<file path="config.mk">
export PLATFORM = sky130hd
export DESIGN_NAME = alu_core_seq_flat
export DESIGN_NICKNAME = d
export VERILOG_FILES = /design/src/rtl/alu_core_seq_if.sv /design/src/rtl/alu_core_seq.sv /design/src/flat_wrapper.sv
export SDC_FILE = /design/constraint.sdc
export NUM_CORES = 1
export LEC_CHECK = 0
export ABC_CLOCK_PERIOD_IN_PS = 12500
export CAP_MARGIN = 20
export CELL_PAD_IN_SITES_DETAIL_PLACEMENT = 2
export CELL_PAD_IN_SITES_GLOBAL_PLACEMENT = 2
export CORE_UTILIZATION = 40
export CTS_CLUSTER_DIAMETER = 100
export DETAILED_ROUTE_END_ITERATION = 7
export PLACE_DENSITY_LB_ADDON = 0.1
export SYNTH_ARGS = -nofsm -noshare
export SYNTH_HDL_FRONTEND = slang
export SYNTH_SLANG_ARGS = --single-unit
</file>
<file path="constraint.sdc">
create_clock -name clk -period 12.5 [get_ports clk]
set_clock_uncertainty 0.15 [all_clocks]
set_input_delay 1.875 -clock clk [delete_from_list [all_inputs] [get_ports clk]]
set_output_delay 1.875 -clock clk [all_outputs]
set_load 0.05 [all_outputs]
</file>
<file path="src/rtl/alu_core_seq_if.sv">
// Operand/command bus between the ALU verification driver (master) and the
// sequential ALU responder (slave).
interface alu_core_seq_if #(
    parameter int N = 8,
    parameter int M = 4
);
    logic         ce;
    logic         mode;
    logic [M-1:0] cmd;
    logic [1:0]   inp_valid;
    logic [N-1:0] opa;
    logic [N-1:0] opb;
    logic         cin;
    logic [N+1:0] res;
    logic         cout;
    logic         oflow;
    logic         g;
    logic         l;
    logic         e;
    logic         err;

    modport master (
        output ce, mode, cmd, inp_valid, opa, opb, cin,
        input  res, cout, oflow, g, l, e, err
    );

    modport slave (
        input  ce, mode, cmd, inp_valid, opa, opb, cin,
        output res, cout, oflow, g, l, e, err
    );
endinterface

</file>
<file path="src/rtl/alu_core_seq.sv">
// Sequential ALU responder: gathers split operands, executes arithmetic/logical
// commands with registered results. Define ALU_SIGNED_EN to add SADD/SSUB (cmd 11/12).
module alu_core_seq #(
    parameter int N       = 8,
    parameter int M       = 4,
    parameter int TIMEOUT = 16
) (
    input  logic             clk,
    input  logic             reset,
    alu_core_seq_if.slave    bus
);
    localparam int SW = $clog2(N);
    localparam int TW = $clog2(TIMEOUT);
`ifdef ALU_SIGNED_EN
    localparam logic [3:0] MAX_ARITH = 4'd12;
`else
    localparam logic [3:0] MAX_ARITH = 4'd10;
`endif

    typedef enum logic [1:0] {S_IDLE = 2'd0, S_WAIT = 2'd1, S_MUL = 2'd2} state_t;

    typedef struct packed {
        logic [N+1:0] res;
        logic         cout;
        logic         oflow;
        logic         g;
        logic         l;
        logic         e;
        logic         err;
    } result_t;

    function automatic logic cmd_ok(input logic md, input logic [M-1:0] c);
        return md ? (c <= MAX_ARITH) : (c <= 4'd13);
    endfunction

    // {need_b, need_a}: which operands a command consumes
    function automatic logic [1:0] need_ops(input logic md, input logic [M-1:0] c);
        logic [1:0] n;
        n = 2'b11;
        if (md) begin
            case (c)
                4'd4, 4'd5: n = 2'b01;
                4'd6, 4'd7: n = 2'b10;
                default:    n = 2'b11;
            endcase
        end else begin
            case (c)
                4'd6, 4'd8, 4'd9:   n = 2'b01;
                4'd7, 4'd10, 4'd11: n = 2'b10;
                default:            n = 2'b11;
            endcase
        end
        return n;
    endfunction

    function automatic logic is_mul(input logic md, input logic [M-1:0] c);
        return md && ((c == 4'd9) || (c == 4'd10));
    endfunction

    function automatic result_t exec_op(input logic md, input logic [M-1:0] c,
                                        input logic [N-1:0] a, input logic [N-1:0] b,
                                        input logic ci);
        result_t        r;
        logic [N:0]     ext;
        logic [N-1:0]   lg;
        logic [2*N-1:0] dbl;
        r   = '0;
        ext = '0;
        lg  = '0;
        dbl = '0;
        if (md) begin
            case (c)
                4'd0: begin ext = {1'b0, a} + {1'b0, b}; r.res = {1'b0, ext}; r.cout = ext[N]; end
                4'd1: begin ext = {1'b0, a} - {1'b0, b}; r.res = {1'b0, ext}; r.oflow = ext[N]; end
                4'd2: begin
                    ext = {1'b0, a} + {1'b0, b} + {{N{1'b0}}, ci};
                    r.res = {1'b0, ext}; r.cout = ext[N];
                end
                4'd3: begin
                    // N+1-bit difference is negative exactly when a borrow occurs
                    ext = {1'b0, a} - {1'b0, b} - {{N{1'b0}}, ci};
                    r.res = {1'b0, ext}; r.oflow = ext[N];
                end
                4'd4: begin lg = a + {{(N-1){1'b0}}, 1'b1}; r.res = {2'b00, lg}; r.oflow = &a;  end
                4'd5: begin lg = a - {{(N-1){1'b0}}, 1'b1}; r.res = {2'b00, lg}; r.oflow = ~|a; end
                4'd6: begin lg = b + {{(N-1){1'b0}}, 1'b1}; r.res = {2'b00, lg}; r.oflow = &b;  end
                4'd7: begin lg = b - {{(N-1){1'b0}}, 1'b1}; r.res = {2'b00, lg}; r.oflow = ~|b; end
                4'd8: begin r.g = (a > b); r.l = (a < b); r.e = (a == b); end
`ifdef ALU_SIGNED_EN
                4'd11: begin
                    ext = {a[N-1], a} + {b[N-1], b};
                    r.res = {ext[N], ext}; r.oflow = ext[N] ^ ext[N-1];
                    r.g = ($signed(a) > $signed(b)); r.l = ($signed(a) < $signed(b)); r.e = (a == b);
                end
                4'd12: begin
                    ext = {a[N-1], a} - {b[N-1], b};
                    r.res = {ext[N], ext}; r.oflow = ext[N] ^ ext[N-1];
                    r.g = ($signed(a) > $signed(b)); r.l = ($signed(a) < $signed(b)); r.e = (a == b);
                end
`endif
                default: r.err = 1'b1;
            endcase
        end else begin
            case (c)
                4'd0:  lg = a & b;
                4'd1:  lg = ~(a & b);
                4'd2:  lg = a | b;
                4'd3:  lg = ~(a | b);
                4'd4:  lg = a ^ b;
                4'd5:  lg = ~(a ^ b);
                4'd6:  lg = ~a;
                4'd7:  lg = ~b;
                4'd8:  lg = a >> 1;
                4'd9:  lg = a << 1;
                4'd10: lg = b >> 1;
                4'd11: lg = b << 1;
                4'd12: begin dbl = {a, a} << b[SW-1:0]; lg = dbl[2*N-1:N]; r.err = |(b >> SW); end
                4'd13: begin dbl = {a, a} >> b[SW-1:0]; lg = dbl[N-1:0];   r.err = |(b >> SW); end
                default: r.err = 1'b1;
            endcase
            r.res = {2'b00, lg};
        end
        return r;
    endfunction

    state_t         state_q, state_d;
    logic [TW-1:0]  timer_q, timer_d;
    logic [1:0]     missing_q, missing_d;
    logic [N-1:0]   opa_q, opa_d, opb_q, opb_d;
    logic [M-1:0]   cmd_q, cmd_d;
    logic           mode_q, mode_d, cin_q, cin_d;
    logic [N:0]     mul_x_q, mul_x_d, mul_y_q, mul_y_d;
    result_t        out_q, out_d;

    logic           go_s;
    logic           sel_mode_s, sel_cin_s;
    logic [M-1:0]   sel_cmd_s;
    logic [N-1:0]   sel_a_s, sel_b_s;
    logic [1:0]     need_s;
    logic [2*N+1:0] prod_s;

    // Next-state, operand gathering and result selection
    always_comb begin
        state_d    = state_q;
        timer_d    = timer_q;
        missing_d  = missing_q;
        opa_d      = opa_q;
        opb_d      = opb_q;
        cmd_d      = cmd_q;
        mode_d     = mode_q;
        cin_d      = cin_q;
        mul_x_d    = mul_x_q;
        mul_y_d    = mul_y_q;
        out_d      = out_q;
        go_s       = 1'b0;
        sel_mode_s = bus.mode;
        sel_cmd_s  = bus.cmd;
        sel_cin_s  = bus.cin;
        sel_a_s    = bus.opa;
        sel_b_s    = bus.opb;
        need_s     = need_ops(bus.mode, bus.cmd);
        prod_s     = mul_x_q * mul_y_q;

        if (bus.ce) begin
            case (state_q)
                S_IDLE: begin
                    if (bus.inp_valid == 2'b00) begin
                        out_d     = '0;
                        out_d.err = 1'b1;
                    end else if (!cmd_ok(bus.mode, bus.cmd)) begin
                        out_d     = '0;
                        out_d.err = 1'b1;
                    end else if ((need_s & ~bus.inp_valid) == 2'b00) begin
                        go_s = 1'b1;
                    end else begin
                        opa_d     = bus.opa;
                        opb_d     = bus.opb;
                        cmd_d     = bus.cmd;
                        mode_d    = bus.mode;
                        cin_d     = bus.cin;
                        missing_d = need_s & ~bus.inp_valid;
                        timer_d   = '0;
                        state_d   = S_WAIT;
                    end
                end
                S_WAIT: begin
                    sel_mode_s = mode_q;
                    sel_cmd_s  = cmd_q;
                    sel_cin_s  = cin_q;
                    sel_a_s    = missing_q[0] ? bus.opa : opa_q;
                    sel_b_s    = missing_q[1] ? bus.opb : opb_q;
                    if ((missing_q & ~bus.inp_valid) == 2'b00) begin
                        go_s = 1'b1;
                    end else if (timer_q == TW'(TIMEOUT - 1)) begin
                        out_d     = '0;
                        out_d.err = 1'b1;
                        state_d   = S_IDLE;
                    end else begin
                        timer_d = timer_q + {{(TW-1){1'b0}}, 1'b1};
                    end
                end
                S_MUL: begin
                    out_d     = '0;
                    out_d.res = prod_s[N+1:0];
                    state_d   = S_IDLE;
                end
                default: state_d = S_IDLE;
            endcase

            // Multiplies split into a factor stage and a product stage
            if (go_s) begin
                if (is_mul(sel_mode_s, sel_cmd_s)) begin
                    if (sel_cmd_s == 4'd9) begin
                        mul_x_d = {1'b0, sel_a_s} + {{N{1'b0}}, 1'b1};
                        mul_y_d = {1'b0, sel_b_s} + {{N{1'b0}}, 1'b1};
                    end else begin
                        mul_x_d = {sel_a_s, 1'b0};
                        mul_y_d = {1'b0, sel_b_s};
                    end
                    state_d = S_MUL;
                end else begin
                    out_d   = exec_op(sel_mode_s, sel_cmd_s, sel_a_s, sel_b_s, sel_cin_s);
                    state_d = S_IDLE;
                end
            end else begin
                go_s = 1'b0;
            end
        end else begin
            go_s = 1'b0;
        end
    end

    // State, holding registers and registered outputs
    always_ff @(posedge clk) begin
        if (reset) begin
            state_q   <= S_IDLE;
            timer_q   <= '0;
            missing_q <= 2'b00;
            opa_q     <= '0;
            opb_q     <= '0;
            cmd_q     <= '0;
            mode_q    <= 1'b0;
            cin_q     <= 1'b0;
            mul_x_q   <= '0;
            mul_y_q   <= '0;
            out_q     <= '0;
        end else begin
            state_q   <= state_d;
            timer_q   <= timer_d;
            missing_q <= missing_d;
            opa_q     <= opa_d;
            opb_q     <= opb_d;
            cmd_q     <= cmd_d;
            mode_q    <= mode_d;
            cin_q     <= cin_d;
            mul_x_q   <= mul_x_d;
            mul_y_q   <= mul_y_d;
            out_q     <= out_d;
        end
    end

    assign bus.res   = out_q.res;
    assign bus.cout  = out_q.cout;
    assign bus.oflow = out_q.oflow;
    assign bus.g     = out_q.g;
    assign bus.l     = out_q.l;
    assign bus.e     = out_q.e;
    assign bus.err   = out_q.err;
endmodule

</file>
<file path="src/flat_wrapper.sv">
// flat-port wrapper written by rule: the top's interface ports become plain ports
module alu_core_seq_flat 
#(
    parameter int N       = 8,
    parameter int M       = 4,
    parameter int TIMEOUT = 16
)
  (clk, reset, bus_ce, bus_mode, bus_cmd, bus_inp_valid, bus_opa, bus_opb, bus_cin, bus_res, bus_cout, bus_oflow, bus_g, bus_l, bus_e, bus_err);
  alu_core_seq_if #(.N(N), .M(M)) bus_i ();
  input  logic clk;
  input  logic reset;
  input wire logic [$bits(bus_i.ce)-1:0] bus_ce;
  input wire logic [$bits(bus_i.mode)-1:0] bus_mode;
  input wire logic [$bits(bus_i.cmd)-1:0] bus_cmd;
  input wire logic [$bits(bus_i.inp_valid)-1:0] bus_inp_valid;
  input wire logic [$bits(bus_i.opa)-1:0] bus_opa;
  input wire logic [$bits(bus_i.opb)-1:0] bus_opb;
  input wire logic [$bits(bus_i.cin)-1:0] bus_cin;
  output wire logic [$bits(bus_i.res)-1:0] bus_res;
  output wire logic [$bits(bus_i.cout)-1:0] bus_cout;
  output wire logic [$bits(bus_i.oflow)-1:0] bus_oflow;
  output wire logic [$bits(bus_i.g)-1:0] bus_g;
  output wire logic [$bits(bus_i.l)-1:0] bus_l;
  output wire logic [$bits(bus_i.e)-1:0] bus_e;
  output wire logic [$bits(bus_i.err)-1:0] bus_err;
  assign bus_i.ce = bus_ce;
  assign bus_i.mode = bus_mode;
  assign bus_i.cmd = bus_cmd;
  assign bus_i.inp_valid = bus_inp_valid;
  assign bus_i.opa = bus_opa;
  assign bus_i.opb = bus_opb;
  assign bus_i.cin = bus_cin;
  assign bus_res = bus_i.res;
  assign bus_cout = bus_i.cout;
  assign bus_oflow = bus_i.oflow;
  assign bus_g = bus_i.g;
  assign bus_l = bus_i.l;
  assign bus_e = bus_i.e;
  assign bus_err = bus_i.err;
  alu_core_seq #(.N(N), .M(M), .TIMEOUT(TIMEOUT)) u_core (.clk(clk), .reset(reset), .bus(bus_i));
endmodule
</file>
==> Implementation_results.wiki <==
{| class="wikitable"
! Metric !! Value
|-
| Result of the run || finished, final reports clean
|-
| RSZ-0062 raised after global routing || false
|-
| Critical setup path kind || primary input to register
|-
| Pleak || 0.00379 uW
|-
| Share of the clock period used by the worst path after layout || approximately half
|-
| Total power per unit cell area || 94.8 nW/um^2
|-
| Final core utilization || a little under half
|-
| Root cell of the clock tree || sky130_fd_sc_hd__clkbuf_16
|-
| Final-report hold violation count || 0
|-
| Worst path cell trace || clkdlybuf4s50_1, mux2i_4, inv_1, ha_1, a211oi_1, o21ai_0, a32o_1, or4_1, o311ai_1, o41ai_1, o31ai_1, a21oi_1
|-
| Proportion of register bits with asynchronous set or reset after synthesis || 0%
|-
| Worst-margin pin slew || 1080 ps
|-
| Family of cells with the greatest summed delay on the critical path || compound AO/OA/AOI/OAI gates
|-
| Total power consumption of the routed design || about 890 uW
|-
| Die Span Y || between 100 and 150 microns
|-
| Standard-cell rows || 52
|-
| Share of cells above drive strength 1 || between 7 and 8%
|-
| Pins Over Slew Limit || 0
|-
| Count of warnings emitted by yosys || 0
|-
| Total GRT Usage || 33.6%
|-
| Diodes inserted || 0
|-
| Post-CTS setup repair buffer count || 0
|-
| Total negative slack for setup checks || 0 ps
|-
| Ratio of routed vias to standard cells || between 6 and 7
|-
| Flop and latch count out of synthesis || 64
|-
| Post-DRT Antenna Nets || 0
|-
| Vias post-DR || between 8000 and 9000
|-
| Clock slew at reported path FFs || ~60 ps
|-
| Pin count of the biggest net entering global routing || 63
|-
| CTS resizes || 0
|-
| Final setup violation count || 0
|-
| Register area share after synthesis || 15.2%
|-
| Total of fill cells in the finished design || 2363
|-
| Layout Cell Area excl Fill || about 9400 sq um
|-
| Post-synthesis instance area || 8420 sq um
|-
| Main area contributors after synthesis || sky130_fd_sc_hd__dfxtp_1, sky130_fd_sc_hd__ha_1, sky130_fd_sc_hd__mux2i_1
|-
| Cell type with the highest aggregate area in the netlist || sky130_fd_sc_hd__dfxtp_1
|-
| Proportion of netlist area held by the largest area contributor || 15.2%
|-
| Worst endpoint required time || ~13000 ps
|-
| Commonest cells in the netlist || sky130_fd_sc_hd__nand2_1, sky130_fd_sc_hd__nor2_1, sky130_fd_sc_hd__ha_1
|-
| Highest-delay cell along the critical path || sky130_fd_sc_hd__or4_1
|-
| Worst setup EP type || register
|-
| Area added between synthesis and finish || 11.8%
|-
| Wire length after detailed routing || 36000 microns
|-
| Ports || 43
|-
| Maximum achievable frequency || around 160 MHz
|-
| Maximum Capacitance Violations || 0
|-
| Global-route wire length before repair || between 50000 and 60000 microns
|-
| Worst relative slew slack || 26.1%
|-
| DRT iter0 DRCs || between 500 and 600
|-
| Post-Synthesis Net Count || between 1000 and 1500
|-
| Synthesized area per cell || around 7.9 sq um
|-
| Largest stage delay on the critical path || ~600 ps
|-
| Worst Path Arrival || 6310 ps
|-
| Number of nets in the final layout || roughly 1200
|-
| Clk sinks || 64
|-
| Synth Instances || around 1100
|-
| Wire per inst || 26.4 microns
|-
| Cell area after placement || around 9100 sq um
|-
| Detailed placement HPWL || ~28000 microns
|-
| I/O Buffers || 42
|-
| Total die area || 21600 sq um
|-
| Initial antenna violation count || 1
|-
| Clock Tree Buf Depth || 2
|-
| Initial Utilization || between 40 and 50%
|-
| Top_reg_cell synth || sky130_fd_sc_hd__dfxtp_1
|-
| Core footprint || about 20000 sq um
|-
| Width of the chip || 147 microns
|-
| Number of global-route vias before repair || just over 9000
|-
| Maximum fanout encountered on the critical timing path || 17
|-
| First-pass DRT Iterations || 6
|-
| Most common cell in the synthesized netlist || sky130_fd_sc_hd__nand2_1
|-
| Clock latency on the worst-skew pair || about 350 ps
|-
| Tightest Hold Check Type || register to register
|-
| Number of buffers added to fix hold violations after cts || 0
|-
| Period minus WS final || between 6000 and 7000 ps
|-
| RD Place Congestion || 0.915
|-
| Residual overflow from global routing || 0
|-
| CP Launch Type || primary input
|-
| Clock tree from TritonCTS || yes
|-
| IR Drop Worst-Case VDD || roughly 0.000065 V
|-
| Worst path bufs/invs || 2
|-
| Number of enable flip-flop cells after synthesis || 0
|-
| Distinct cell type count of the synthesized netlist || 84
|-
| Count of unresolved DRC violations after routing || 0
|-
| Worst-case setup margin in the final layout || around 6200 ps
|-
| Dpl ws || slightly below 6000 ps
|-
| # H-tree levels || 3
|-
| Number of buffers added by the clock tree synthesis step || 9
|}
[area by class of cell]
class | instances | area [sq um] | share of cell area, %
multi-input cells | 878 | 6620 | 70.3
flip-flops and latches | 64 | 1280 | 13.6
repair buffers | 66 | 596 | 6.33
well taps | 270 | 338 | 3.59
inverters | 70 | 263 | 2.79
clock buffers | 11 | 233 | 2.47
clock inverters | 5 | 81.3 | 0.864
[power by group]
group,internal (uW),switching [uW]
registers,212,8.17
clock network,175,99.7
logic,141,257
[tightest hold or removal path, cell delays in order, from the launching register on]
cell,delay (ps)
sky130_fd_sc_hd__dfxtp_1,310
sky130_fd_sc_hd__nand2_1,50
sky130_fd_sc_hd__a21oi_1,50
[per-stage QoR]
stage / hold WS, ps / std cells
6_report: 311 / 1364
3_3_place_gp: 298 / 1346
3_5_place_dp: 302 / 1346
4_1_cts: 311 / 1362
5_1_grt: 343 / 1364
2_1_floorplan: 302 / 1071
[metal layers]
metal,up-vias,part of all wire [%],global-route usage [%]
li1,3904,-,-
met4,2,3.0,12.6
met1,4396,43,43.6
met5,-,0.025,0
met3,63,8.1,8.76
met2,331,46,53.5
[kinds of logic after synthesis]
family / count (synthesis) / share of synthesized area, %
compound gates: 272 / 22.2
xor+xnor: 54 / 5.94
fa+ha+maj: 99 / 17.3
buf+inv: 129 / 6.23
flops: 64 / 15.2
mux: 91 / 13.0
simple gates: 362 / 20.1
[worst paths after layout]
| path | depth (start not counted) | slack (ps) | start | end |
|---|---|---|---|---|
| max | 12 | 6240 | bus_opb[2] | u_core.bus.res[8] |
| min | 2 | 310 | u_core.bus.cout | u_core.bus.cout |
| max reg2reg | 12 | 6560 | u_core.state_q[1] | u_core.bus.res[8] |
| min reg2reg | 2 | 310 | u_core.bus.cout | u_core.bus.cout |
[cells in the final DEF (no fill, tap or decap), drive strengths merged, types with 7 or more instances in the layout]
master / n
fa: 29
nand4: 9
o21bai: 9
ha: 70
nor3: 24
mux2: 10
o22ai: 15
xor2: 17
and3: 7
dfxtp: 64
o21ai: 38
a31oi: 12
nor2b: 13
nand3: 14
buf: 25
o31ai: 10
mux4: 11
a211oi: 19
nand2: 115
and2: 19
clkdlybuf4s50: 41
a21oi: 70
clkbuf: 11
a22oi: 14
mux2i: 70
a311oi: 8
xnor2: 35
nor2: 112
inv: 69
nand2b: 14
[flip-flops by register name, summed over array words and instances (netlist names)]
name,flops
u_core.mode_q,1
u_core.bus.cout,1
u_core.bus.e,1
u_core.opa_q,8
u_core.bus.g,1
u_core.bus.err,1
u_core.opb_q,8
u_core.mul_x_q,9
u_core.mul_y_q,9
u_core.cin_q,1
u_core.bus.oflow,1
u_core.timer_q,4
u_core.bus.res,10
u_core.missing_q,2
u_core.state_q,2
u_core.cmd_q,4
u_core.bus.l,1
No activity file was read; power rests on OpenSTA's default activity.
